File: src/rtl/clock_enable_scheduler_if.sv
// rtl/clock_enable_scheduler_if.sv - cfg and cmd handshake bundle for clock_enable_scheduler
//
// Purpose: carries the divide-ratio config channel and the HALT/RUN/STEP
// command channel between a controller (master) and the scheduler (slave).
// Signals:
//   cfg_valid/cfg_ready/cfg_div              divide ratio offer (ready is always 1)
//   cmd_valid/cmd_ready/cmd_op/cmd_count     command offer (ready is always 1)
interface clock_enable_scheduler_if #(
  parameter int DIV_WIDTH  = 8,
  parameter int STEP_WIDTH = 16
);
  logic                  cfg_valid;
  logic                  cfg_ready;
  logic [DIV_WIDTH-1:0]  cfg_div;
  logic                  cmd_valid;
  logic                  cmd_ready;
  logic [1:0]            cmd_op;
  logic [STEP_WIDTH-1:0] cmd_count;

  modport master (
    output cfg_valid, cfg_div, cmd_valid, cmd_op, cmd_count,
    input  cfg_ready, cmd_ready
  );

  modport slave (
    input  cfg_valid, cfg_div, cmd_valid, cmd_op, cmd_count,
    output cfg_ready, cmd_ready
  );
endinterface

File: src/rtl/clock_enable_scheduler.sv
// rtl/clock_enable_scheduler.sv - halt/run/step sequencer producing a divided clock enable
//
// Purpose: turns the free-running clk into a one-cycle-wide enable (ce) with
// period div+1, either continuously (RUNNING) or for a counted number of
// pulses (STEPPING), and holds it off while HALTED.
// Ports:
//   clk, rst          clock and asynchronous active-high reset
//   bus (slave)       cfg and cmd handshake channels
//   ce                clock enable, registered-state decode only
//   running           state is RUNNING or STEPPING
//   step_done         one-cycle pulse when a STEP completes (or STEP with count 0)
//   steps_remaining   ce pulses still owed in STEPPING, 0 otherwise
module clock_enable_scheduler #(
  parameter int DIV_WIDTH  = 8,
  parameter int STEP_WIDTH = 16
) (
  input  logic                  clk,
  input  logic                  rst,
  clock_enable_scheduler_if.slave bus,
  output logic                  ce,
  output logic                  running,
  output logic                  step_done,
  output logic [STEP_WIDTH-1:0] steps_remaining
);

  typedef enum logic [1:0] {
    ST_HALTED   = 2'd0,
    ST_RUNNING  = 2'd1,
    ST_STEPPING = 2'd2
  } state_t;

  localparam logic [1:0] OP_HALT = 2'b00;
  localparam logic [1:0] OP_RUN  = 2'b01;
  localparam logic [1:0] OP_STEP = 2'b10;

  state_t                state, state_n;
  logic [DIV_WIDTH-1:0]  div, div_n;
  logic [DIV_WIDTH-1:0]  pending_div, pending_div_n;
  logic                  pending_valid, pending_valid_n;
  logic [DIV_WIDTH-1:0]  phase, phase_n;
  logic [STEP_WIDTH-1:0] remaining, remaining_n;
  logic                  step_done_n;
  logic [DIV_WIDTH-1:0]  phase_adv;

  assign bus.cfg_ready = 1'b1;
  assign bus.cmd_ready = 1'b1;

  // ce doubles as the wrap condition: phase has reached div while enabled.
  assign ce              = (state != ST_HALTED) && (phase == div);
  assign running         = (state != ST_HALTED);
  assign steps_remaining = remaining;

  // Phase value for an enabled cycle that keeps counting.
  assign phase_adv = ce ? '0 : phase + 1'b1;

  always_ff @(posedge clk or posedge rst) begin
    if (rst) begin
      state         <= ST_HALTED;
      div           <= '0;
      pending_div   <= '0;
      pending_valid <= 1'b0;
      phase         <= '0;
      remaining     <= '0;
      step_done     <= 1'b0;
    end else begin
      state         <= state_n;
      div           <= div_n;
      pending_div   <= pending_div_n;
      pending_valid <= pending_valid_n;
      phase         <= phase_n;
      remaining     <= remaining_n;
      step_done     <= step_done_n;
    end
  end

  always_comb begin
    state_n         = state;
    div_n           = div;
    pending_div_n   = pending_div;
    pending_valid_n = pending_valid;
    phase_n         = phase;
    remaining_n     = remaining;
    step_done_n     = 1'b0;

    // Free-running behaviour with no command this edge.
    if (state == ST_HALTED) begin
      phase_n = '0;
    end else begin
      phase_n = phase_adv;
      if (state == ST_STEPPING && ce) begin
        if (remaining == STEP_WIDTH'(1)) begin
          state_n     = ST_HALTED;
          remaining_n = '0;
          phase_n     = '0;
          step_done_n = 1'b1;
        end else begin
          remaining_n = remaining - 1'b1;
        end
      end
    end

    // A command overrides the auto-halt above, including its step_done.
    if (bus.cmd_valid) begin
      case (bus.cmd_op)
        OP_HALT: begin
          state_n     = ST_HALTED;
          phase_n     = '0;
          remaining_n = '0;
          step_done_n = 1'b0;
        end
        OP_RUN: begin
          if (state == ST_HALTED) begin
            state_n = ST_RUNNING;
            phase_n = '0;
          end else if (state == ST_STEPPING) begin
            state_n     = ST_RUNNING;
            phase_n     = phase_adv;
            remaining_n = '0;
            step_done_n = 1'b0;
          end
        end
        OP_STEP: begin
          if (bus.cmd_count == '0) begin
            step_done_n = 1'b1;
          end else begin
            state_n     = ST_STEPPING;
            remaining_n = bus.cmd_count;
            step_done_n = 1'b0;
            phase_n     = (state == ST_HALTED) ? '0 : phase_adv;
          end
        end
        default: ;
      endcase
    end

    if (bus.cfg_valid) begin
      pending_div_n   = bus.cfg_div;
      pending_valid_n = 1'b1;
    end

    // New divide takes effect only on a period boundary so no short ce period
    // is ever produced; halted means there is no period in flight.
    if (pending_valid_n && (state_n == ST_HALTED || ce)) begin
      div_n           = pending_div_n;
      phase_n         = '0;
      pending_valid_n = 1'b0;
    end
  end

endmodule

File: src/flat_wrapper.sv
// flat-port wrapper written by rule: the top's interface ports become plain ports
module clock_enable_scheduler_flat 
#(
  parameter int DIV_WIDTH  = 8,
  parameter int STEP_WIDTH = 16
)
  (clk, rst, ce, running, step_done, steps_remaining, bus_cfg_valid, bus_cfg_div, bus_cmd_valid, bus_cmd_op, bus_cmd_count, bus_cfg_ready, bus_cmd_ready);
  clock_enable_scheduler_if #(.DIV_WIDTH(DIV_WIDTH), .STEP_WIDTH(STEP_WIDTH)) bus_i ();
  input  logic clk;
  input  logic rst;
  output logic ce;
  output logic running;
  output logic step_done;
  output logic [STEP_WIDTH-1:0] steps_remaining;
  input wire logic [$bits(bus_i.cfg_valid)-1:0] bus_cfg_valid;
  input wire logic [$bits(bus_i.cfg_div)-1:0] bus_cfg_div;
  input wire logic [$bits(bus_i.cmd_valid)-1:0] bus_cmd_valid;
  input wire logic [$bits(bus_i.cmd_op)-1:0] bus_cmd_op;
  input wire logic [$bits(bus_i.cmd_count)-1:0] bus_cmd_count;
  output wire logic [$bits(bus_i.cfg_ready)-1:0] bus_cfg_ready;
  output wire logic [$bits(bus_i.cmd_ready)-1:0] bus_cmd_ready;
  assign bus_i.cfg_valid = bus_cfg_valid;
  assign bus_i.cfg_div = bus_cfg_div;
  assign bus_i.cmd_valid = bus_cmd_valid;
  assign bus_i.cmd_op = bus_cmd_op;
  assign bus_i.cmd_count = bus_cmd_count;
  assign bus_cfg_ready = bus_i.cfg_ready;
  assign bus_cmd_ready = bus_i.cmd_ready;
  clock_enable_scheduler #(.DIV_WIDTH(DIV_WIDTH), .STEP_WIDTH(STEP_WIDTH)) u_core (.clk(clk), .rst(rst), .bus(bus_i), .ce(ce), .running(running), .step_done(step_done), .steps_remaining(steps_remaining));
endmodule
File: config.mk
export PLATFORM = sky130hd
export DESIGN_NAME = clock_enable_scheduler_flat
export DESIGN_NICKNAME = d
export VERILOG_FILES = /design/src/rtl/clock_enable_scheduler_if.sv /design/src/rtl/clock_enable_scheduler.sv /design/src/flat_wrapper.sv
export SDC_FILE = /design/constraint.sdc
export NUM_CORES = 1
export LEC_CHECK = 0
export CORE_MARGIN = 2
export CORE_UTILIZATION = 52
export CTS_CLUSTER_SIZE = 12
export DETAILED_ROUTE_END_ITERATION = 8
export PLACE_DENSITY = 0.91
export SYNTH_ARGS = -nofsm -noshare
export SYNTH_HDL_FRONTEND = slang
export SYNTH_SLANG_ARGS = --single-unit
export TNS_END_PERCENT = 50
File: constraint.sdc
create_clock -name clk -period 2.8 [get_ports clk]
set_clock_uncertainty 0.15 [all_clocks]
set_input_delay 0.7 -clock clk [delete_from_list [all_inputs] [get_ports clk]]
set_output_delay 0.7 -clock clk [all_outputs]
set_load 0.1 [all_outputs]
# --- Word-level counts from Yosys, hierarchy flattened ---
# Index checks and enable logic that the tools add are counted.
totals:
  reg_bits: 44
  latchBits: 0
  ram_bits: 0
  mem_bits_ro: 0
  input_bits: 30
  out_inout_bits: 21
  word_cells: 61
  n_memories: 0
classes:
  addsub: 2
  multipliers: 0
  div_mod_pow: 0
  n_lt_le_gt_ge: 0
  eq_ne: 5
  n_shift: 0
  muxes: 38
  bitwise: 0
  reduce_logical: 9
ops:
  columns: ["operator", "count"]
  rows:
  - ["$mux W16", 7]
  - ["$mux W8", 11]
  - ["$pmux W16 S3", 1]
  - ["$pmux W8 S3", 1]
  - ["$eq A16 B1 Y1 const B", 1]
  - ["$logic_not A16 Y1", 1]
  - ["$sub A16 B1 Y16 const B", 1]
  - ["$mux W2", 7]
  - ["$mux W1", 9]
  - ["$add A8 B1 Y8 const B", 1]
  - ["$eq A8 B8 Y1", 1]
  - ["$logic_not A2 Y1", 3]
  - ["$pmux W2 S3", 1]
  - ["$eq A2 B2 Y1 const B", 2]
  - ["$logic_and A1 B1 Y1", 3]
  - ["$pmux W1 S3", 1]
  - ["$eq A2 B1 Y1 const B", 1]
  - ["$reduce_bool A2 Y1", 1]
  - ["$logic_or A1 B1 Y1", 1]

# --- Longest topological paths before layout ---
# Gate-level depths: netlist of run 1.
depth:
  word_depth: 13
  mapped_depth: 8
  ltp_nobuf: 8

# --- Least setup slack after synthesis of run 1 ---
# No wires, ideal clock.
synth_path:
  path_type: "register to output"
  startpoint: "register u_core.state[0]"
  endpoint: "output ce"
  arrival_ns: 2.296
  t_required_ns: 1.950
  path_slack_ns: -0.346
  path_stages_with_launch: 6
  n_path_buf: 1
  path_cell_list: "dfrtp_1 buf_2 nor2_2 inv_1 nand3_1 inv_1"
synth_between:
  elab_chain_len: 2
synth_lines:
  columns: ["item", "line", "source"]
  rows:
  - ["from (decl)", "clock_enable_scheduler.sv:36", "state_t state, state_n;"]
  - ["from (signal assigned)", "clock_enable_scheduler.sv:66", "state <= state_n;"]
  - ["$reduce_bool A2 Y1", null, null]
  - ["via running", "flat_wrapper.sv:12", "output logic running;"]
  - ["$logic_and A1 B1 Y1", "clock_enable_scheduler.sv:49", "assign ce = (state != ST_HALTED) && (phase == div);"]
  - ["to (decl)", "flat_wrapper.sv:11", "output logic ce;"]
# The timed path passes the listed nets, and every way through them passes these cells.

# --- Worst setup path after layout of run 1 ---
layout_path:
  startpoint: "register u_core.phase[2]"
  endpoint: "output ce"
layout_between:
  elab_chain_len: 2
layout_lines:
  columns: ["item", "line", "source"]
  rows:
  - ["from (decl)", "clock_enable_scheduler.sv:40", "logic [DIV_WIDTH-1:0] phase, phase_n;"]
  - ["from (signal assigned)", "clock_enable_scheduler.sv:70", "phase <= phase_n;"]
  - ["$eq A8 B8 Y1", "clock_enable_scheduler.sv:49", null]
  - ["$logic_and A1 B1 Y1", "clock_enable_scheduler.sv:49", null]
# Every way passes these cells.

==> results.tsv, run 1 <==
stage	metric	value	unit
cells_and_area	final instance area	3530	sq um
synth	Post-synth EDFFs	0	
power_and_ir_drop	maximum vdd drop	0.437	mV
cts	clk buf depth	2	
placed_design	IO Port Bufs	48	
cells_and_area	Fill cells	338	
power_and_ir_drop	Pleak	1.49	nW
cells_and_area	most frequent cells in the layout	51 x buf_4, 44 x dfrtp_1, 29 x clkdlybuf4s50_1, 26 x nor2_1, 19 x nand2_1	
cells_and_area	ant diodes	0	
cts	H-tree levels	2	
synth	Post-synth ARST share	1.00	
global_route	gr usage total	0.306	
cts	Root Driver	clkbuf_8	
floorplanning	Die H	75.0	um
timing	Hold Worst Slack	0.357	ns
drt	final wirelength	8150	um
placed_design	Post-Place Setup Slack	-0.116	ns
power_and_ir_drop	Tot Pwr	2.48	mW
synth	Yosys Warn Count	0	
cts	clk_lat worst skew	0.30	ns
floorplanning	initial core utilization	0.547	
cells_and_area	fin nets	387	
floorplanning	Die Width	75.0	um
placed_design	GPL Wtd Cong	1.04	
drt	DR pass1 iterations	6	
setup_path	CP startpoint kind	flop	
drt	Via density	6.39	
synth	Synth cell types	57	
drt	routed length per instance	19.3	um
setup_path	worst path arrival time	1.88	ns
synth	Seq cells post-synth	44	
timing	Hold Vio Cnt, Final	0	
timing	part of the cycle the worst path needs	0.975	
cts	clock sinks	44	
timing	f_max	366	MHz
synth	post-synthesis cell area	2620	sq um
power_and_ir_drop	power share of the clock group	0.199	
timing	Slew Limit Fails	0	
power_and_ir_drop	Sw Share	0.437	
drt	via count	2696	
run	max_cap viols	0	
min_path	Worst Hold Class	flop to flop	
placed_design	placed cell area	3400	sq um
floorplanning	Ports	51	
cts	hold buffer count at cts	0	
timing	RSZ-0062 raised after global routing	yes	
setup_path	CP max-delay cell	dfrtp_1	
cts	Post-CTS Setup Inserts	0	
timing	Final setup viols	0	
floorplanning	Core Area	4790	sq um
cts	register clock-pin slew on the reported worst setup and hold paths	0.08	ns
setup_path	Worst Path Buf+Inv	2	
timing	slew margin rel.	0.570	
cts	TritonCTS clock tree	yes	
synth	Cells after Synth	272	
timing	final worst path period need	2.73	ns
synth	Seq/Total Area, Yosys	0.421	
setup_path	Worst Path Required	1.95	ns
floorplanning	site row count	25	
power_and_ir_drop	power per cell area	702	nW/um^2
setup_path	Largest stage delay, worst path	0.44	ns
status	outcome	completed	
setup_path	critical path's top delay family	simple AND/OR/NAND/NOR gates	
setup_path	crit path cell chain	xor2_1 > nor4_4 > nand3_4 > clkinvlp_4 > buf_12	
drt	residual DRC count	0	
cells_and_area	layout cells sized above 1	0.262	
global_route	first-pass GRT wire length	12700	um
power_and_ir_drop	combinational power share	0.420	
cells_and_area	commonest non-fill, non-tap cell in the layout	buf_4	
cells_and_area	Layout Area Growth over Synthesis	35.0	%
cells_and_area	non-filler cells, final	422	
global_route	Remaining Overflow, GRT	0	
drt	antenna-violating nets left	0	
setup_path	CP Class	flop to output port	
synth	Avg Inst Size Synth	9.62	sq um
placed_design	hpwl dp	6180	um
power_and_ir_drop	Psw	1.09	mW
placed_design	dpl cells	414	
setup_path	crit-path max FO	5	
power_and_ir_drop	Flop pwr share	0.381	
synth	top_reg_cell synth	dfrtp_1	
global_route	pin count of the biggest net entering global routing	20	
power_and_ir_drop	Pint	1.40	mW
setup_path	Crit. End Element	output port	
global_route	initial antenna violation count	0	
cts	TritonCTS buffer count	5	
timing	Worst Max-Slew Pin Slew	0.641	ns
floorplanning	die area	5620	sq um
global_route	vias in the first global route	2561	
drt	Starting DRT DRC Count	385	
timing	worst setup margin	0.0702	ns
## flip-flops by register name (all words and copies together) (netlist names)
| name | count |
|---|---|
| u_core.step_done | 1 |
| u_core.div | 8 |
| u_core.pending_div | 8 |
| u_core.phase | 8 |
| u_core.pending_valid | 1 |
| u_core.steps_remaining | 16 |
| u_core.state | 2 |
## worst reg2reg max path, cell delays in order (launching register included)
cell and delay, ns:
dfrtp_1 0.51, nor3_1 0.44, nand4_1 0.23, or2_4 0.33
o21ai_4 0.23, o211ai_1 0.15, a32o_1 0.28
## through the flow
stage | utilization | setup TNS [ns]
after floorplan | - | -0.0492
after global placement | 0.711 | -0.481
after detailed placement | 0.711 | -0.953
after CTS | 0.737 | 0
after global routing | 0.738 | -0.000596
final | 0.738 | 0
## power by group through the flow
stage	clock network (mW)	registers [mW]	logic, mW
finish	0.493	0.946	1.04
global route	0.531	0.958	1.10
CTS	0.497	0.935	1.03
detailed placement	0	0.943	1.00
global placement	0	0.929	0.972
floorplan	0	1.15	0.475
## worst paths after layout
path,from,end,slack [ns],cells past startpoint
max in group asynchronous,rst,u_core.steps_remaining[9]$_DFF_PP0_,1.30,3
min in group asynchronous,rst,u_core.div[6]$_DFFE_PP0P_,0.59,2
worst min-delay path,u_core.pending_div[7]$_DFF_PP0_,u_core.pending_div[7]$_DFF_PP0_,0.36,1
worst min register to register,u_core.pending_div[7]$_DFF_PP0_,u_core.pending_div[7]$_DFF_PP0_,0.36,1
worst max register to register,u_core.steps_remaining[8]$_DFF_PP0_,u_core.steps_remaining[11]$_DFF_PP0_,0.38,6
worst max-delay path,u_core.phase[2]$_DFF_PP0_,ce,0.07,5
## cell usage after synthesis, types with 6 or more instances
cell	count	area, sq um
mux2_2	16	180
xor2_1	15	131
nand4_1	7	43.8
nor2_1	26	97.6
nor4_1	6	37.5
nand2b_1	6	37.5
o21ai_0	13	65.1
a21oi_1	7	35.0
dfrtp_1	44	1100
inv_1	9	33.8
nand2_1	19	71.3
nand3_1	17	85.1
## area by class of cell
cell class / instances / area (sq um) / share of cell area
Sequential cell: 44 / 1100 / 0.312
Tap cell: 67 / 83.8 / 0.0237
Timing Repair Buffer: 82 / 713 / 0.202
Multi-Input combinational cell: 212 / 1480 / 0.418
Inverter: 9 / 41.3 / 0.0117
Clock buffer: 5 / 68.8 / 0.0195
Clock inverter: 3 / 47.5 / 0.0135
## cells by family after synthesis
group	after synthesis	synth area share
AO/OA/AOI/OAI	60	0.165
XOR/XNOR	17	0.0569
adder cells (fa/ha/maj)	3	0.0143
buffers and inverters	17	0.0282
flip-flops	44	0.421
multiplexers	16	0.0688
other	1	0.00143
AND/OR/NAND/NOR	114	0.244
## metal layers
metal / track usage / vias to the layer above / wire length (um)
met5: 0 / - / 0
met3: 0.0629 / 32 / 955
li1: - / 1178 / -
met4: 0.0853 / 0 / 240
met1: 0.431 / 1294 / 3090
met2: 0.481 / 192 / 3860
## timing repair
action,CTS,global route
setup endpoints to repair,1,2
gates cloned,0,0
resized for setup,1,1
(Power assumes the default switching activity.)
==> run 2: changes to the inputs <==
--- a/config.mk
+++ b/config.mk
@@ -10,6 +10,7 @@
 export CTS_CLUSTER_SIZE = 12
 export DETAILED_ROUTE_END_ITERATION = 8
 export PLACE_DENSITY = 0.91
+export SLEW_MARGIN = 30
 export SYNTH_ARGS = -nofsm -noshare
 export SYNTH_HDL_FRONTEND = slang
 export SYNTH_SLANG_ARGS = --single-unit
==> constraint.sdc (replaced) <==
create_clock -name clk -period 2.8 [get_ports clk]
set_clock_uncertainty 0.15 [all_clocks]
set_input_delay 0.28 -clock clk [delete_from_list [all_inputs] [get_ports clk]]
set_output_delay 0.28 -clock clk [all_outputs]
set_load 0.1 [all_outputs]
==> run 2 against run 1 <==
Against the previous run: routed wire length shrank 5.9%; final cell count shrank 4.7%; die area is the same; clock power grew 2%; worst hold slack lost 0.095 ns; critical path depth grew 1; sequential cell count is the same; combinational power shrank 6%; count of clock-buffer cells in the layout is the same; maximum frequency grew 6.8%; sequential share of layout area grew 1.9 points.
==> results.tsv, run 2 (same netlist as run 1, synthesis figures left out) <==
stage	metric	value	unit	change
setup_path	crit-path max FO	10		+5
timing	f_max	391	MHz	+6.8%
cts	clock sinks	44		unchanged
setup_path	CP Class	flop to flop		
status	outcome	completed		
cts	CTS resizes	0		-1
cells_and_area	Layout Area Growth over Synthesis	27.3	%	
cts	clk buf depth	2		unchanged
drt	Via density	6.50		+1.7%
timing	slew margin rel.	0.555		-0.0152
timing	RSZ-0062 raised after global routing	no		
placed_design	dpl cells	394		-4.8%
cells_and_area	ant diodes	0		unchanged
floorplanning	die area	5620	sq um	unchanged
cts	clk_lat worst skew	0.30	ns	about the same
floorplanning	Core Area	4790	sq um	unchanged
floorplanning	Die Width	75.0	um	unchanged
timing	Hold Vio Cnt, Final	0		unchanged
setup_path	number of cells on the worst reg-to-reg path	6		unchanged
run	max_cap viols	0		unchanged
cells_and_area	Reg area	1100	sq um	+0.11%
timing	final worst path period need	2.56	ns	-0.174 ns
min_path	Worst Hold Class	primary input to asynchronous set/reset pin		
setup_path	CP startpoint kind	flop		
placed_design	hpwl dp	5600	um	-9.4%
cts	H-tree levels	2		unchanged
cts	Root Driver	clkbuf_8		
drt	antenna-violating nets left	0		unchanged
drt	DR pass1 iterations	7		+1
floorplanning	initial core utilization	0.547		unchanged
power_and_ir_drop	Pleak	1.40	nW	-6.3%
setup_path	worst path arrival time	2.60	ns	+0.72 ns
power_and_ir_drop	maximum vdd drop	0.412	mV	-5.7%
cells_and_area	Core Util, Final	0.696		-0.0421
placed_design	IO Port Bufs	48		unchanged
floorplanning	site row count	25		unchanged
setup_path	Worst Path Required	2.85	ns	+0.90 ns
global_route	pin count of the biggest net entering global routing	45		+130%
timing	Worst Max-Slew Pin Slew	0.662	ns	+0.0207 ns
cells_and_area	most frequent cells in the layout	43 x dfrtp_1, 32 x buf_4, 29 x clkdlybuf4s50_1, 26 x nor2_1, 19 x nand2_1		
cells_and_area	multi-input logic area	1450	sq um	-2.1%
timing	Final setup viols	0		unchanged
placed_design	GPL Wtd Cong	1.05		+1.4%
cts	hold buffer count at cts	0		unchanged
global_route	vias in the first global route	2551		-0.39%
drt	residual DRC count	0		unchanged
drt	Starting DRT DRC Count	484		+26%
floorplanning	Ports	51		unchanged
timing	part of the cycle the worst path needs	0.913		-0.0621
timing	Slew Limit Fails	0		unchanged
cts	TritonCTS clock tree	yes		
floorplanning	Die H	75.0	um	unchanged
cells_and_area	non-filler cells, final	402		-4.7%
drt	final wirelength	7670	um	-5.9%
cells_and_area	Fill cells	376		+11%
setup_path	r2r setup slk	0.24	ns	-0.14 ns
power_and_ir_drop	Tot Pwr	2.40	mW	-3.1%
setup_path	Crit. End Element	flop		
power_and_ir_drop	power per cell area	722	nW/um^2	+2.8%
cells_and_area	layout cells sized above 1	0.209		-0.0530
setup_path	worst r2r src	u_core.phase[0]$_DFF_PP0_		
cells_and_area	max reg flops	16		unchanged
cts	register clock-pin slew on the reported worst setup and hold paths	0.09	ns	about the same
timing	total negative setup slack	0	ns	unchanged
drt	via count	2612		-3.1%
global_route	initial antenna violation count	0		unchanged
drt	routed length per instance	19.1	um	-1.2%
setup_path	reg2reg end	u_core.steps_remaining[13]$_DFF_PP0_		
global_route	Remaining Overflow, GRT	0		unchanged
global_route	first-pass GRT wire length	12400	um	-2.1%
cells_and_area	fin nets	367		-5.2%
cells_and_area	commonest non-fill, non-tap cell in the layout	dfrtp_1		
cts	TritonCTS buffer count	5		unchanged
global_route	gr usage total	0.293		-0.0128
cts	Post-CTS Setup Inserts	0		unchanged
==> run 2: how the worst max path moves through the flow <==
stage                               from                              endpoint  slack, ns  cells after the start
2_1_floorplan  u_core.state[0]$_DFF_PP0_   u_core.steps_remaining[2]$_DFF_PP0_       0.01                      7
4_1_cts        u_core.phase[0]$_DFF_PP0_                                    ce       0.25                      5
5_1_grt        u_core.phase[0]$_DFF_PP0_                                    ce        0.1                      5
3_5_place_dp            bus_cmd_count[2]             u_core.div[2]$_DFFE_PP0P_       0.18                      7
6_report       u_core.phase[0]$_DFF_PP0_  u_core.steps_remaining[13]$_DFF_PP0_       0.24                      6
3_3_place_gp            bus_cmd_count[5]             u_core.div[3]$_DFFE_PP0P_       0.18                      7
==> run 2: area by class of cell <==
type / count / area share
inverters: 9 / 0.0101
flip-flops and latches: 44 / 0.331
multi-input cells: 212 / 0.434
clock buffers: 5 / 0.0207
clock inverters: 3 / 0.0139
repair buffers: 62 / 0.165
well taps: 67 / 0.0252
==> run 2: routing by layer <==
layer | global-route usage | vias up | wire (um) | share of wire
li1 | - | 1131 | - | -
met1 | 0.417 | 1233 | 3040 | 0.40
met2 | 0.436 | 202 | 3500 | 0.46
met3 | 0.0602 | 46 | 882 | 0.12
met4 | 0.123 | 0 | 244 | 0.032
met5 | 0 | - | 0 | 0
==> run 2: report_power, final <==
part / total, mW / internal (mW) / switching, mW
sequential: 0.926 / 0.768 / 0.158
clock: 0.504 / 0.269 / 0.235
combinational: 0.975 / 0.323 / 0.652
==> run 2: worst max-delay path: stages, from the launching register on <==
cell	delay (ns)
dfrtp_1	0.45
xor2_1	0.21
nor4_4	0.44
nand3_2	0.29
nor4_1	0.64
xnor2_1	0.19
a21oi_1	0.08
==> run 2: per-stage QoR <==
step | hold WS (ns) | setup slack (ns) | cell area (sq um)
6_report | 0.262 | 0.244 | 3330
3_5_place_dp | 0.341 | 0.176 | 3220
4_1_cts | 0.297 | 0.254 | 3330
2_1_floorplan | 0.251 | 0.0130 | 2620
3_3_place_gp | 0.332 | 0.176 | 3220
5_1_grt | 0.345 | 0.0963 | 3330
==> edit 1 (settings of run 2) <==
Encoding of `state_t`: now one-hot (3 bits for 3 states).
--- a/src/rtl/clock_enable_scheduler.sv
+++ b/src/rtl/clock_enable_scheduler.sv
@@ -23,10 +23,10 @@
   output logic [STEP_WIDTH-1:0] steps_remaining
 );
 
-  typedef enum logic [1:0] {
-    ST_HALTED   = 2'd0,
-    ST_RUNNING  = 2'd1,
-    ST_STEPPING = 2'd2
+  typedef enum logic [2:0] {
+    ST_HALTED   = 3'b001,
+    ST_RUNNING  = 3'b010,
+    ST_STEPPING = 3'b100
   } state_t;
 
   localparam logic [1:0] OP_HALT = 2'b00;
Check against the original RTL: no difference found for any inputs over 4 cycles, from zero or initial values and one cycle with rst high; so few cycles prove little.
==> edit 1 against run 2 <==
Power is 5.1% lower; setup slack worse by 0.14 ns; design area is 6.4% lower; wire length is 23% lower; final cell count is 14% lower; area after synthesis is 4.3% lower; largest power group is now sequential cells; hold slack better by 0.0018 ns; largest cell class unchanged; sequential cell count is 1 higher; die area is 4.1% lower.
==> edit 1: results (changes against run 2) <==
----------------------------------------------------
[Cells and area]
  Non-clock inverter count in the final layout ... 7 (-2)
  Data buffer area share ... 15.2% (-1.3 points)
  Total number of multi-input combinational cells ... 179 (-16%)
  Number of sequential cells in the layout ... 45 (+2.3%)
  Number of nets in the layout ... 323 (-12%)
  Multi-input gate share of total cell area ... 41.7% (-1.7 points)
  FF/Latch Area ... 1130 um^2 (+3.0%)
  Count of filler cells inserted in the layout ... 353 (-6.1%)

[Synth]
  Adder-cell share of the synthesized area ... 1.50% (+0.064 points)
  Post-synthesis compound-gate area fraction ... 9.69% (-6.8 points)
  Sequential-to-total area share from yosys stat ... 45.0% (+2.9 points)
  Largest cells by area after synthesis ... dfrtp_1 (44%), xor2_1 (6.3%), mux2_4 (4.8%), xnor2_1 (4.2%), mux2_2 (3.6%)
  Xor/xnor share of the synthesized area ... 10.5% (+4.8 points)
  Top cells by count, synth ... dfrtp_1 (44), nand2_1 (21), nor2_1 (21)
  Number of distinct library cell variants in the gate-level netlist after synthesis ... 44 (-23%)

[Route]
  Number of DRC markers after the initial detailed-route iteration ... 297 (-39%)
  Met3 routed wirelength ... 442 um (-50%)
  Detailed Routing Iterations Pass 1 ... 5 (-2)
  Sum of met2 wire segment lengths after detailed routing ... 2760 um (-21%)

[Outcome]
  Status ... finished clean

[Setup path]
  Maximum fanout count along the critical path ... 15 (+5)
  Start point of the critical path ... u_core.steps_remaining[12]$_DFF_PP0_
  R2R Setup Slk ... 0.10 ns (-0.14 ns)
  Maximum single-stage delay on the critical path ... 0.55 ns (-0.09 ns)
  Data arrival time of the critical path ... 2.73 ns (+0.13 ns)

[Power]
  Pint ... 1.39 mW (+2.3%)
  Static leakage ... 1.37 nW (-2.6%)
  Peak supply drop ... 0.000401 V (-2.8%)

[GRT]
  Global Route met1 Usage ... 34.3% (-7.3 points)
  Maximum number of pins on one net before global-route repair ... 46 (+2.2%)
  Global routing usage summed across all routing layers ... 24.3% (-5.0 points)
  Via count of the first global-routing pass ... 2044 (-20%)
  Met3 Track Usage GR ... 4.53% (-1.5 points)

[Placement]
  Placed wire-length estimate after detailed placement ... 4300 um (-23%)

[STA]
  Slew of the pin with the lowest slew margin ... 0.613 ns (-0.0491 ns)

----------------------------------------------------
==> edit 1: cell count changes in the layout (fill, tap and decap cells not counted), moves of 7 or more <==
cell	before	now
mux2_4	0	8
mux2_2	16	8
xnor2_1	2	12
o21ai_2	1	10
nand3_1	17	10
buf_4	32	22
==> edit 1: power by group through the flow <==
stage	combinational, mW	sequential (mW)	clock [mW]
6_report	0.838	0.943	0.502
2_1_floorplan	0.477	1.07	0
4_1_cts	0.835	0.939	0.511
5_1_grt	0.890	0.959	0.536
3_5_place_dp	0.829	0.951	0
3_3_place_gp	0.798	0.936	0
==> edit 1: stage by stage <==
stage / setup TNS, ns / instances / hold slack (ns) / setup WS [ns] / util, %
finish: 0 / 345 / 0.264 / 0.101 / 66.5
floorplan: -0.00657 / 240 / 0.212 / -0.00657 / -
CTS: 0 / 345 / 0.276 / 0.0950 / 66.4
global placement: 0 / 337 / 0.332 / 0.205 / 64.0
global route: 0 / 345 / 0.365 / 0.0185 / 66.5
detailed placement: 0 / 337 / 0.341 / 0.0983 / 64.0
==> edit 2 (settings of run 2) <==
Without the edit above. `STEP_WIDTH` is set to 16 in 3 places; all go to 32.
--- a/src/rtl/clock_enable_scheduler_if.sv
+++ b/src/rtl/clock_enable_scheduler_if.sv
@@ -7,7 +7,7 @@
 //   cmd_valid/cmd_ready/cmd_op/cmd_count     command offer (ready is always 1)
 interface clock_enable_scheduler_if #(
   parameter int DIV_WIDTH  = 8,
-  parameter int STEP_WIDTH = 16
+  parameter int STEP_WIDTH = 32
 );
   logic                  cfg_valid;
   logic                  cfg_ready;
--- a/src/rtl/clock_enable_scheduler.sv
+++ b/src/rtl/clock_enable_scheduler.sv
@@ -12,7 +12,7 @@
 //   steps_remaining   ce pulses still owed in STEPPING, 0 otherwise
 module clock_enable_scheduler #(
   parameter int DIV_WIDTH  = 8,
-  parameter int STEP_WIDTH = 16
+  parameter int STEP_WIDTH = 32
 ) (
   input  logic                  clk,
   input  logic                  rst,
--- a/src/flat_wrapper.sv
+++ b/src/flat_wrapper.sv
@@ -2,7 +2,7 @@
 module clock_enable_scheduler_flat 
 #(
   parameter int DIV_WIDTH  = 8,
-  parameter int STEP_WIDTH = 16
+  parameter int STEP_WIDTH = 32
 )
   (clk, rst, ce, running, step_done, steps_remaining, bus_cfg_valid, bus_cfg_div, bus_cmd_valid, bus_cmd_op, bus_cmd_count, bus_cfg_ready, bus_cmd_ready);
   clock_enable_scheduler_if #(.DIV_WIDTH(DIV_WIDTH), .STEP_WIDTH(STEP_WIDTH)) bus_i ();
Interface: changed (resized bus_cmd_count and steps_remaining); port bits go from 51 to 83. The function was not compared with the original's and may differ.
==> edit 2 against run 2 <==
Sequential cell count rose by 16; area after synthesis rose by 33%; power rose by 27%; via count rose by 22%; wire length rose by 18%; highest routed layer unchanged; critical path depth rose by 1; setup slack got worse by 0.049 ns; design area rose by 37%.
==> edit 2: results (changes against run 2) <==
----------------------------------------------------
[GRT]
  Number of antenna violations at the first check in global routing ... 0 (unchanged)
  Global routing usage summed across all routing layers ... 26.5% (-2.8 points)
  M2 GR Usage ... 45.0% (+1.5 points)
  Met3 Track Usage GR ... 5.87% (-0.15 points)
  Global Route met1 Usage ... 32.0% (-9.7 points)
  Global-route wire length before repair ... 15300 um (+23%)
  Maximum number of pins on one net before global-route repair ... 35 (-22%)
  Via count of the first global-routing pass ... 3294 (+29%)

[Synth]
  Total of warnings raised by yosys ... 0 (unchanged)
  Largest cells by area after synthesis ... dfrtp_1 (43%), xor2_1 (5.8%), xnor2_1 (5.0%), nand2_1 (4.6%), o21ai_1 (3.7%)
  Count of flip-flops with a built-in enable after synthesis ... 0 (unchanged)
  Top cells by count, synth ... dfrtp_1 (60), nand2_1 (43), nor2_1 (30)
  Primary flip-flop cell chosen by synthesis mapping ... dfrtp_1
  Number of distinct library cell variants in the gate-level netlist after synthesis ... 51 (-11%)
  Sequential-to-total area share from yosys stat ... 43.0% (+0.91 points)
  Share of synthesized registers carrying an async set or reset ... 100% (unchanged)

[Cells and area]
  Fraction of final layout cells with drive strength greater than 1 ... 21.4% (+0.46 points)
  Flip-flop count of the largest register, all copies and words added ... 32 (+16)
  Count of antenna diodes in the layout ... 0 (unchanged)
  Number of nets in the layout ... 503 (+37%)
  Count of filler cells inserted in the layout ... 472 (+26%)

[Setup path]
  Maximum fanout count along the critical path ... 8 (-2)
  FF-to-FF path depth ... 6 (unchanged)
  Start point of the critical path ... bus_cmd_count[26]
  Worst-path cell with the longest stage delay ... nor4_1
  Maximum single-stage delay on the critical path ... 0.49 ns (-0.15 ns)
  Data arrival time of the critical path ... 2.68 ns (+0.08 ns)
  R2R Setup Slk ... 0.27 ns (+0.03 ns)
  Worst r2r src ... u_core.phase[0]$_DFF_PP0_
  Termination of the worst setup path ... u_core.div[6]$_DFFE_PP0P_

[CTS]
  Post-CTS repair timing setup buffer count ... 0 (unchanged)
  Cts bufs inserted ... 9 (+4)
  Cts repair resizes ... 0 (unchanged)
  Clock transition at the registers of the reported paths ... 0.07 ns (-0.02 ns)
  Clock latency at the later pin of the worst-skew pair ... 0.35 ns (+0.05 ns)
  CTS H-tree depth ... 3 (+1)
  Maximum count of clock buffers along a single path ... 2 (unchanged)
  Cell at the root of the clock tree ... clkbuf_8

[Route]
  Detailed-route wire length ... 9050 um (+18%)
  Post-DR vias/cell ... 5.94 (-8.6%)
  Detailed Routing Iterations Pass 1 ... 5 (-2)
  Number of DRC markers after the initial detailed-route iteration ... 241 (-50%)

[Power]
  Peak supply drop ... 0.000356 V (-14%)
  Static leakage ... 1.90 nW (+36%)

[Worst hold path]
  HP Class ... in2async

[Placement]
  Weighted congestion reported at the end of routability-driven placement ... 0.990 (-5.8%)
  Input/output buffers ... 80 (+67%)
  Placed wire-length estimate after detailed placement ... 6880 um (+23%)

[Outcome]
  Status ... finished clean

[STA]
  Slew of the pin with the lowest slew margin ... 0.696 ns (+0.0334 ns)
  Fin. max-slew vios ... 0 (unchanged)

----------------------------------------------------
## edit 2: worst min path at each step
stage / startpoint / to / slack, ns / cells past startpoint
finish: rst / u_core.steps_remaining[4]$_DFF_PP0_ / 0.16 / 2
global placement: u_core.pending_div[5]$_DFF_PP0_ / u_core.pending_div[5]$_DFF_PP0_ / 0.33 / 1
detailed placement: u_core.pending_div[2]$_DFF_PP0_ / u_core.pending_div[2]$_DFF_PP0_ / 0.33 / 1
CTS: rst / u_core.pending_div[6]$_DFF_PP0_ / 0.18 / 2
global route: rst / u_core.steps_remaining[4]$_DFF_PP0_ / 0.20 / 2
floorplan: bus_cmd_count[2] / u_core.steps_remaining[2]$_DFF_PP0_ / 0.25 / 2
## edit 2: worst max-delay path: cells and delay by family
family	cells	cell delay, ns
simple gates	2	0.91
compound gates	3	0.64
buf+inv	1	0.48
mux	1	0.38
## edit 2: routing by layer
layer,share of wire (%),up-vias
met5,0,-
met4,3.1,0
met3,7.0,26
met2,51,155
met1,39,1528
li1,-,1474
## edit 2: cell type report
cell class	count	area share, %
Clock inverter	4	1.07
Multi-Input combinational cell	281	41.5
Clock buffer	12	3.17
Tap cell	77	2.11
Timing Repair Buffer	93	18.6
Inverter	9	0.739
Sequential cell	60	32.8
## edit 2: metrics by stage
stage	setup slack, ns	setup TNS [ns]	area (um^2)	std cells	hold WS [ns]
after floorplan	0.0266	0	3500	362	0.247
after detailed placement	-0.125	-0.847	4380	520	0.333
final	0.195	0	4570	536	0.157
after global placement	-0.0515	-0.335	4380	520	0.333
after CTS	0.202	0	4570	536	0.180
after global routing	0.0435	0	4570	536	0.199
## edit 2: power by group
part | leakage [nW] | switching [mW] | internal, mW | total (mW)
Clock | 0.100 | 0.351 | 0.434 | 0.786
Combinational | 1.03 | 0.751 | 0.364 | 1.12
Sequential | 0.770 | 0.151 | 0.999 | 1.15
Total | 1.90 | 1.25 | 1.80 | 3.05
## edit 2: cells by family after synthesis
| group | count (synthesis) | share of synthesized area (%) |
|---|---|---|
| AO/OA/AOI/OAI | 57 | 9.89 |
| multiplexers | 16 | 5.16 |
| other | 1 | 0.107 |
| flip-flops | 60 | 43.0 |
| buffers and inverters | 21 | 2.97 |
| XOR/XNOR | 43 | 10.8 |
| adder cells (fa/ha/maj) | 3 | 1.07 |
| AND/OR/NAND/NOR | 160 | 27.0 |
